===== config.mk =====
export PLATFORM = sky130hd
export DESIGN_NAME = fetch_unit_flat
export DESIGN_NICKNAME = d
export VERILOG_FILES = /design/src/rtl/fetch_unit_pkg.sv /design/src/rtl/fetch_unit_if.sv /design/src/rtl/fetch_unit_next_pc_mux.sv /design/src/rtl/fetch_unit.sv /design/src/flat_wrapper.sv
export SDC_FILE = /design/constraint.sdc
export NUM_CORES = 1
export LEC_CHECK = 0
export ABC_AREA = 1
export BUFFER_PORTS_ARGS = -buffer_cell sky130_fd_sc_hd__buf_4
export CAP_MARGIN = 10
export CORE_MARGIN = 1.5
export CORE_UTILIZATION = 50
export CTS_BUF_LIST = sky130_fd_sc_hd__clkbuf_2 sky130_fd_sc_hd__clkbuf_4 sky130_fd_sc_hd__clkbuf_8
export DETAILED_ROUTE_END_ITERATION = 8
export HOLD_SLACK_MARGIN = 0.05
export PLACE_DENSITY = 0.79
export REMOVE_ABC_BUFFERS = 1
export SETUP_SLACK_MARGIN = 0.5
export SLEW_MARGIN = 20
export SYNTH_ARGS = -nofsm -noshare
export SYNTH_HDL_FRONTEND = slang
export SYNTH_SLANG_ARGS = --single-unit
export TNS_END_PERCENT = 30

===== constraint.sdc =====
create_clock -name clk -period 2.6 [get_ports clk]
set_clock_uncertainty 0.15 [all_clocks]
set_input_delay 0.13 -clock clk [delete_from_list [all_inputs] [get_ports clk]]
set_output_delay 0.13 -clock clk [all_outputs]
set_load 0.005 [all_outputs]

===== src/rtl/fetch_unit_pkg.sv =====
// Shared constants and types for the Riscv151 instruction-fetch stage.
package fetch_unit_pkg;

    localparam logic [31:0] RESET_PC_DEFAULT = 32'h4000_0000;
    localparam logic [31:0] NOP_INST         = 32'h0000_0013;

    typedef enum logic [1:0] {
        PCSEL_PLUS4 = 2'd0,
        PCSEL_ALU   = 2'd1
    } pcSel_e;

    typedef enum logic [2:0] {
        SRC_RESET,
        SRC_KILL,
        SRC_REDIRECT,
        SRC_HOLD,
        SRC_PLUS4
    } nextPcSrc_e;

    // Jump targets are half-word aligned by clearing bit 0 of the ALU result.
    function automatic logic [31:0] alignTarget(input logic [31:0] target);
        return {target[31:1], 1'b0};
    endfunction

endpackage


===== src/rtl/fetch_unit_if.sv =====
// Bundle of controller, datapath and ICache signals around the fetch stage.
interface fetch_unit_if;
    import fetch_unit_pkg::*;

    logic [1:0]  pc_sel;
    logic        inst_kill;
    logic [31:0] alu_out;
    logic        stall;
    logic [31:0] icache_addr;
    logic        icache_re;
    logic [31:0] icache_dout;
    logic [31:0] inst_I;
    logic        inst_valid_I;
    logic [31:0] pc_I;
    logic [31:0] pc_X;
    logic [31:0] pc_plus4_M;
    logic [31:0] fetch_count;

    modport master (
        input  pc_sel, inst_kill, alu_out, stall, icache_dout,
        output icache_addr, icache_re, inst_I, inst_valid_I,
               pc_I, pc_X, pc_plus4_M, fetch_count
    );

    modport slave (
        output pc_sel, inst_kill, alu_out, stall, icache_dout,
        input  icache_addr, icache_re, inst_I, inst_valid_I,
               pc_I, pc_X, pc_plus4_M, fetch_count
    );

endinterface


===== src/rtl/fetch_unit_next_pc_mux.sv =====
// Priority mux that picks the next fetch address, including target alignment.
module fetch_unit_next_pc_mux
    import fetch_unit_pkg::*;
#(
    parameter logic [31:0] RESET_PC = RESET_PC_DEFAULT
) (
    input  logic        inReset_i,
    input  logic        killAlu_i,
    input  logic        redirectPending_i,
    input  logic        stall_i,
    input  logic [31:0] aluOut_i,
    input  logic [31:0] redirectPc_i,
    input  logic [31:0] pcI_i,
    output logic [31:0] nextPc_o
);

    nextPcSrc_e src;

    // Resolve which source owns the next PC: reset, live jump, deferred jump, stall hold, or sequential.
    always_comb begin
        src = SRC_PLUS4;
        if (inReset_i) begin
            src = SRC_RESET;
        end else if (killAlu_i && !stall_i) begin
            src = SRC_KILL;
        end else if (redirectPending_i && !stall_i) begin
            src = SRC_REDIRECT;
        end else if (stall_i) begin
            src = SRC_HOLD;
        end
    end

    // Drive the address for the selected source; holding pc_I keeps the synchronous RAM output stable.
    always_comb begin
        nextPc_o = pcI_i + 32'd4;
        case (src)
            SRC_RESET:    nextPc_o = RESET_PC;
            SRC_KILL:     nextPc_o = alignTarget(aluOut_i);
            SRC_REDIRECT: nextPc_o = redirectPc_i;
            SRC_HOLD:     nextPc_o = pcI_i;
            default:      ;
        endcase
    end

endmodule


===== src/rtl/fetch_unit.sv =====
// Instruction-fetch stage: PC register, ICache port, kill bubbles, stalled-redirect memory and PC pipeline copies.
module fetch_unit
    import fetch_unit_pkg::*;
#(
    parameter logic [31:0] RESET_PC = RESET_PC_DEFAULT
) (
    input  logic         clk,
    input  logic         reset,
    fetch_unit_if.master bus
);

    logic        inReset;
    logic        killAlu;
    logic        killSel;
    logic        instValid;
    logic [31:0] nextPc;

    logic [31:0] pcI_q,             pcI_d;
    logic [31:0] pcX_q,             pcX_d;
    logic [31:0] pcPlus4M_q,        pcPlus4M_d;
    logic [31:0] fetchCount_q,      fetchCount_d;
    logic        redirectPending_q, redirectPending_d;
    logic [31:0] redirectPc_q,      redirectPc_d;

    assign inReset   = ~reset;
    assign killAlu   = bus.inst_kill && (bus.pc_sel == PCSEL_ALU);
    assign killSel   = bus.inst_kill | redirectPending_q | inReset;
    assign instValid = ~killSel;

    fetch_unit_next_pc_mux #(
        .RESET_PC (RESET_PC)
    ) u_nextPcMux (
        .inReset_i         (inReset),
        .killAlu_i         (killAlu),
        .redirectPending_i (redirectPending_q),
        .stall_i           (bus.stall),
        .aluOut_i          (bus.alu_out),
        .redirectPc_i      (redirectPc_q),
        .pcI_i             (pcI_q),
        .nextPc_o          (nextPc)
    );

    assign bus.icache_addr  = nextPc;
    assign bus.icache_re    = 1'b1;
    assign bus.inst_I       = killSel ? NOP_INST : bus.icache_dout;
    assign bus.inst_valid_I = instValid;
    assign bus.pc_I         = pcI_q;
    assign bus.pc_X         = pcX_q;
    assign bus.pc_plus4_M   = pcPlus4M_q;
    assign bus.fetch_count  = fetchCount_q;

    // Next-state: remember a jump that arrives while frozen, and advance the PC copies only when not stalled.
    always_comb begin
        pcI_d             = nextPc;
        pcX_d             = pcX_q;
        pcPlus4M_d        = pcPlus4M_q;
        fetchCount_d      = fetchCount_q;
        redirectPending_d = redirectPending_q;
        redirectPc_d      = redirectPc_q;
        if (killAlu && bus.stall) begin
            redirectPending_d = 1'b1;
            redirectPc_d      = alignTarget(bus.alu_out);
        end else if (!bus.stall) begin
            redirectPending_d = 1'b0;
        end
        if (!bus.stall) begin
            pcX_d        = pcI_q;
            pcPlus4M_d   = pcX_q + 32'd4;
            fetchCount_d = fetchCount_q + {31'd0, instValid};
        end
    end

    // State registers with synchronous active-low reset; reset also discards any deferred redirect.
    always_ff @(posedge clk) begin
        if (!reset) begin
            pcI_q             <= RESET_PC;
            pcX_q             <= 32'd0;
            pcPlus4M_q        <= 32'd0;
            fetchCount_q      <= 32'd0;
            redirectPending_q <= 1'b0;
            redirectPc_q      <= 32'd0;
        end else begin
            pcI_q             <= pcI_d;
            pcX_q             <= pcX_d;
            pcPlus4M_q        <= pcPlus4M_d;
            fetchCount_q      <= fetchCount_d;
            redirectPending_q <= redirectPending_d;
            redirectPc_q      <= redirectPc_d;
        end
    end

endmodule


===== src/flat_wrapper.sv =====
// flat-port wrapper written by rule: the top's interface ports become plain ports
module fetch_unit_flat import fetch_unit_pkg::*;
#(
    parameter logic [31:0] RESET_PC = RESET_PC_DEFAULT
)
  (clk, reset, bus_pc_sel, bus_inst_kill, bus_alu_out, bus_stall, bus_icache_dout, bus_icache_addr, bus_icache_re, bus_inst_I, bus_inst_valid_I, bus_pc_I, bus_pc_X, bus_pc_plus4_M, bus_fetch_count);
  fetch_unit_if bus_i ();
  input  logic clk;
  input  logic reset;
  input wire logic [$bits(bus_i.pc_sel)-1:0] bus_pc_sel;
  input wire logic [$bits(bus_i.inst_kill)-1:0] bus_inst_kill;
  input wire logic [$bits(bus_i.alu_out)-1:0] bus_alu_out;
  input wire logic [$bits(bus_i.stall)-1:0] bus_stall;
  input wire logic [$bits(bus_i.icache_dout)-1:0] bus_icache_dout;
  output wire logic [$bits(bus_i.icache_addr)-1:0] bus_icache_addr;
  output wire logic [$bits(bus_i.icache_re)-1:0] bus_icache_re;
  output wire logic [$bits(bus_i.inst_I)-1:0] bus_inst_I;
  output wire logic [$bits(bus_i.inst_valid_I)-1:0] bus_inst_valid_I;
  output wire logic [$bits(bus_i.pc_I)-1:0] bus_pc_I;
  output wire logic [$bits(bus_i.pc_X)-1:0] bus_pc_X;
  output wire logic [$bits(bus_i.pc_plus4_M)-1:0] bus_pc_plus4_M;
  output wire logic [$bits(bus_i.fetch_count)-1:0] bus_fetch_count;
  assign bus_i.pc_sel = bus_pc_sel;
  assign bus_i.inst_kill = bus_inst_kill;
  assign bus_i.alu_out = bus_alu_out;
  assign bus_i.stall = bus_stall;
  assign bus_i.icache_dout = bus_icache_dout;
  assign bus_icache_addr = bus_i.icache_addr;
  assign bus_icache_re = bus_i.icache_re;
  assign bus_inst_I = bus_i.inst_I;
  assign bus_inst_valid_I = bus_i.inst_valid_I;
  assign bus_pc_I = bus_i.pc_I;
  assign bus_pc_X = bus_i.pc_X;
  assign bus_pc_plus4_M = bus_i.pc_plus4_M;
  assign bus_fetch_count = bus_i.fetch_count;
  fetch_unit #(.RESET_PC(RESET_PC)) u_core (.clk(clk), .reset(reset), .bus(bus_i));
endmodule

# [Yosys cells after proc, flatten, opt, wreduce, memory -nomap -nowiden]
# Cells that the tools add are included.
[classes] addsub=3 eq_ne=5 n_mux=8 n_bitwise=4 reduce_logical=6
[ops] operator="32-bit one-hot mux with 4 select lines" n=1
[ops] operator="32-bit by 3-bit adder with 32-bit output (second input constant)" n=2
[ops] operator="32-bit by 1-bit adder with 32-bit output" n=1
[ops] operator="32-bit 2-to-1 mux" n=1
[ops] operator="3-bit 2-to-1 mux" n=4
[ops] operator="3-bit by 2-bit equality test with 1-bit output (second input constant)" n=2
[ops] operator="1-bit logical AND" n=4
[ops] operator="3-bit by 1-bit equality test with 1-bit output (second input constant)" n=1
[ops] operator="3-bit zero test" n=1
[ops] operator="2-bit by 1-bit equality test with 1-bit output (second input constant)" n=1
[ops] operator="1-bit 2-to-1 mux" n=2
[ops] operator="2-bit by 1-bit != test with 1-bit output (second input constant)" n=1
[ops] operator="1-bit NOT" n=2
[ops] operator="1-bit OR" n=2
[ops] operator="1-bit zero test" n=1
[word_totals] ff_bits=160 input_bits=70 output_inout_bits=194 wordCells=32

# [Depth between registers and ports, before layout]
[depth] word_depth=7 mapped_depth=14 depth_no_buf=13

# [Modules after synthesis]
# A second synthesis with hierarchy kept.
[unflattened] hier_cells=1384 area_unflattened_um2=8762.2
[modules_own_cells] mod="fetch_unit" instances=1 cells_each=1007 area_each_um2=7058.0 seq_area_each_um2=3203.1
[modules_own_cells] mod="fetch_unit_next_pc_mux" instances=1 cells_each=377 area_each_um2=1704.1 seq_area_each_um2=0.0

# [Worst setup path before layout]
# No wires, ideal clock.
[synth_timing] path_kind="flip-flop to flip-flop" start="register u_core.redirectPending_q" end="register u_core.fetchCount_q[30], in the netlist u_core.bus.fetch_count[30]" setup_time_ns=0.115 arrival_ns=1.868 required_time_ns=2.335 slack_ns=0.467 path_stages_with_launch=11 path_buffers=0 synth_period_minus_slack_ns=2.133 path_cell_list="dfxtp_1 nor3_1 ha_1 ha_1 nand3_4 nor2_8 nand4_1 nor2_1 nand3_1 nand2_1 nor2_1"
[synth_via] elab_chain_cells=4
[synth_rtl] element="start, declared" line="fetch_unit.sv:22" rtl="logic redirectPending_q, redirectPending_d;"
[synth_rtl] element="start signal, assigned" line="fetch_unit.sv:87" rtl="redirectPending_q <= redirectPending_d;"
[synth_rtl] element="1-bit OR (2 in a row)" line="fetch_unit.sv:27" rtl="assign killSel = bus.inst_kill | redirectPending_q | inReset;"
[synth_rtl] element="1-bit NOT" line="fetch_unit.sv:28" rtl="assign instValid = ~killSel;"
[synth_rtl] element="named net bus_inst_valid_I" line="flat_wrapper.sv:18" rtl="output wire logic [$bits(bus_i.inst_valid_I)-1:0] bus_inst_valid_I;"
[synth_rtl] element="32-bit by 1-bit adder with 32-bit output" line="fetch_unit.sv:69" rtl="fetchCount_d = fetchCount_q + {31'd0, instValid};"
[synth_rtl] element="end signal, assigned" line="fetch_unit.sv:86" rtl="fetchCount_q <= fetchCount_d;"
[synth_rtl] element="end, declared" line="fetch_unit.sv:21" rtl="logic [31:0] fetchCount_q, fetchCount_d;"
# The timed path passes the listed nets, and every way through them passes these cells.
# A chain may end at the register's enable or synchronous reset.

# [Worst setup path in the final report]
[layout_timing] start="input port bus_stall" end="output port bus_icache_addr[11]"
[layout_via] elab_chain_cells=7 word_cells_on_any_way=12 classes_between="3 x eq/ne; 5 x mux; 4 x reduce/logical"
[layout_rtl] element="start, declared" line="flat_wrapper.sv:13" rtl="input wire logic [$bits(bus_i.stall)-1:0] bus_stall;"
[layout_rtl] element="1-bit zero test" line="fetch_unit_next_pc_mux.sv:24, fetch_unit_next_pc_mux.sv:26"
[layout_rtl] element="1-bit logical AND" line="fetch_unit_next_pc_mux.sv:26" rtl="end else if (redirectPending_i && !stall_i) begin"
[layout_rtl] element="3-bit 2-to-1 mux" line="fetch_unit_next_pc_mux.sv:26"
[layout_rtl] element="3-bit 2-to-1 mux (*)" line="fetch_unit_next_pc_mux.sv:24" rtl="end else if (killAlu_i && !stall_i) begin"
[layout_rtl] element="3-bit 2-to-1 mux (*)" line="fetch_unit_next_pc_mux.sv:22" rtl="if (inReset_i) begin"
[layout_rtl] element="3-bit by 2-bit equality test with 1-bit output (tied with other cells)" line="fetch_unit_next_pc_mux.sv:36" rtl="case (src)"
[layout_rtl] element="32-bit one-hot mux with 4 select lines (*)" line="fetch_unit_next_pc_mux.sv:36"
[layout_rtl] element="end, declared" line="flat_wrapper.sv:15" rtl="output wire logic [$bits(bus_i.icache_addr)-1:0] bus_icache_addr;"
# Mark *: on every way between the ends. The rest lies on a longest branch, timed or not.

==> run summary <==
Pleak: 0.00529 µW
Final hold slack: 49.4 ps
P&R area growth vs syn: 42.8%
Internal power: 3660 µW
CTS tree: yes
Async SR Flop Fraction: 0
Total GRT Usage: 0.317
Origin of the critical flop-to-flop path: u_core.bus.pc_X[3]$_SDFFE_PN0N_
# setup viols final: 0
CTS Sinks: 160
Clk network pwr share: 0.392
Flop pwr share: 0.500
R2r endpoint: u_core.bus.pc_plus4_M[26]$_SDFFE_PN0N_
CP arrival: 2070 ps
Cell Pwr Density: 429 nW/µm²
Die X: 132 µm
Critical Path RT: 2320 ps
Final wirelength: 29200 µm
Antenna violations before repair: 0
Register area share after synthesis: 0.386
Yosys cell types: 43
Setup CP Type: in2out
Setup TNS: 0 ps
Relative slew slack: 0.535
Avg Inst Size Synth: 6.57 µm²
I/O pins: 264
DR iter-0 viols: 977
Clock Pin Slew Worst Setup and Hold Paths: 100 ps
Min-delay src: reset
ANT nets after route: 0
Yosys reg bits: 160
Inserted Diodes: 0
Net switching power: 1420 µW
RSZ-0062 raised after global routing: true
Largest net degree at the start of global routing: 63
Worst setup SP type: input pin
Clock tree buffer depth: 2
Clk root buf: clkbuf_8
Wire per inst: 16.3 µm
Hold Path End: u_core.bus.fetch_count[15]$_SDFFE_PN0N_
Num rows: 46
Worst-Margin Slew: 696 ps
Total gr overflow: 0
Final Hold Viols: 0
Via density: 5.38
CP Capture Type: output port
WHS Path Cells: 4
Residual DRC: 0
Period utilization: 0.904
Hold WC Path Type: in2reg
DR pass1 iterations: 5
Global-route wire length before repair: 44700 µm
Synthesized area: 8290 µm²
Syn Inst Count: 1262
Crit Path Max Fanout: 55
Routed vias: 9673
Vias in the first global route: 8708
DIE AREA: 17400 µm²
Num CTS Buffers: 17
Buffers on Ports: 261
Later-pin clock latency in the skew report: 470 ps
Die span in y: 132 µm
Pins Over Slew Limit: 0
HPWL Detailed: 20100 µm
# nets final: 1642
Sw Share: 0.280
Reg2Reg Depth: 10
Shortest period the worst path allows: 2350 ps
R2r setup slk: 520 ps
Max Clock Freq: 425 MHz
H-tree levels: 4
Core ar.: 16100 µm²
Placer Congestion: 0.953
Status: completed
Synth Flop Type: dfxtp_1
Max IR drop VDD: 0.285 mV
Layout cells sized above 1: 0.289
Number of synthesized flops with an enable pin: 0
Gate power share: 0.108
YS warnings: 0
Starting Density: 0.516
Max-Cap Viols: 0
[synth_stat cells (8+ instances only)]
| cell type | count | area (µm²) |
|---|---|---|
| nand2_1 | 334 | 1250 |
| inv_1 | 179 | 672 |
| nand4_1 | 25 | 156 |
| o22ai_1 | 50 | 313 |
| nor2_2 | 8 | 50.1 |
| xor2_1 | 18 | 158 |
| nor3_1 | 23 | 115 |
| clkbuf_1 | 18 | 67.6 |
| o21ai_0 | 85 | 425 |
| dfxtp_1 | 160 | 3200 |
| buf_2 | 16 | 80.1 |
| a21oi_1 | 76 | 380 |
| nor2_1 | 138 | 518 |
| nand3_1 | 62 | 310 |
[how the worst max path moves through the flow]
stage | from | endpoint | slack (ps) | cells after the start
finish | bus_stall | bus_icache_addr[11] | 250 | 8
global route | u_core.bus.pc_I[19]$_SDFF_PN0_ | bus_icache_addr[28] | 200 | 11
CTS | u_core.bus.pc_I[3]$_SDFF_PN0_ | bus_icache_addr[18] | 330 | 10
detailed placement | u_core.redirectPending_q$_SDFFE_PN0P_ | u_core.bus.fetch_count[30]$_SDFFE_PN0N_ | 330 | 10
floorplan | reset | bus_icache_addr[1] | -340 | 4
global placement | u_core.redirectPending_q$_SDFFE_PN0P_ | u_core.bus.fetch_count[30]$_SDFFE_PN0N_ | 420 | 10
[cells by family after synthesis]
group | count (synthesis) | synth area share
AOI/OAI and AO/OA | 227 | 0.150
and+or+nand+nor | 620 | 0.325
adders and majority gates | 4 | 0.00604
DFF | 160 | 0.386
xor gates and xnor gates | 22 | 0.0232
other | 1 | 0.000452
buffers and inverters | 228 | 0.109
[placed cells by master, fill, tap and decap left out, drive strengths merged]
cell,instances
a32o,1
and2,1
dfxtp,160
bufinv,2
nand2,337
xor2,18
o2111ai,4
conb,1
nand3,70
nand4,25
a211oi,1
nor3,26
xnor2,4
clkinv,5
nor4,1
nor2,152
o211ai,2
clkbuf,17
and3,1
o21bai,1
nor3b,2
ha,4
o21a,1
dlygate4sd3,37
a21oi,76
nand3b,2
o22ai,50
or2,3
inv,191
buf,293
a22o,3
o21ai,88
clkinvlp,2
[metal layers]
layer,share of wire,track usage
met1,0.41,0.416
met2,0.46,0.505
met3,0.081,0.0596
met4,0.048,0.148
met5,0,0
[flip-flops by register name, indices dropped and copies added (netlist names)]
name / cells
u_core.bus.fetch_count: 32
u_core.bus.pc_plus4_M: 32
u_core.redirectPc_q: 31
u_core.bus.pc_X: 32
u_core.bus.pc_I: 32
u_core.redirectPending_q: 1
[area by class of cell]
cell class / count / area, µm²
multi-input combinational: 874 / 4560
fill: 1327 / 4220
sequential: 160 / 3260
timing repair buffer: 330 / 2600
inverter: 185 / 713
tap: 216 / 270
clock buffer: 17 / 234
clock inverter: 15 / 193
[critical path, stage by stage]
cell and delay [ps]:
buf_4 140, dlygate4sd3_1 680, nand2_2 150, buf_12 270
o22ai_1 120, a21oi_1 190, o21ai_0 190, buf_4 180
[stage by stage]
stage	power (µW)	instance area, µm²	cells	setup WS [ps]	util
after floorplan	2760	8090	1219	-341	-
after global placement	3040	10400	1708	416	0.649
after detailed placement	3050	10400	1708	335	0.649
after CTS	5060	11500	1787	330	0.715
after global routing	5260	11800	1797	204	0.737
final	5080	11800	1797	249	0.737
[timing repair]
| action | in CTS | in global routing |
|---|---|---|
| hold buffers | 37 | 0 |
| setup buffers | 10 | 10 |
| hold endpoints to repair | 74 | 0 |
| setup endpoints to repair | 42 | 89 |
| resized for setup | 66 | 84 |
| pin swaps | 12 | 25 |
[power groups by stage]
stage	Clock (µW)	Sequential [µW]	Combinational [µW]
after global placement	0	2590	449
after floorplan	0	2580	179
after CTS	2010	2530	521
after global routing	2130	2540	595
final	1990	2540	550
after detailed placement	0	2590	457
No activity file was read; power rests on OpenSTA's default activity.
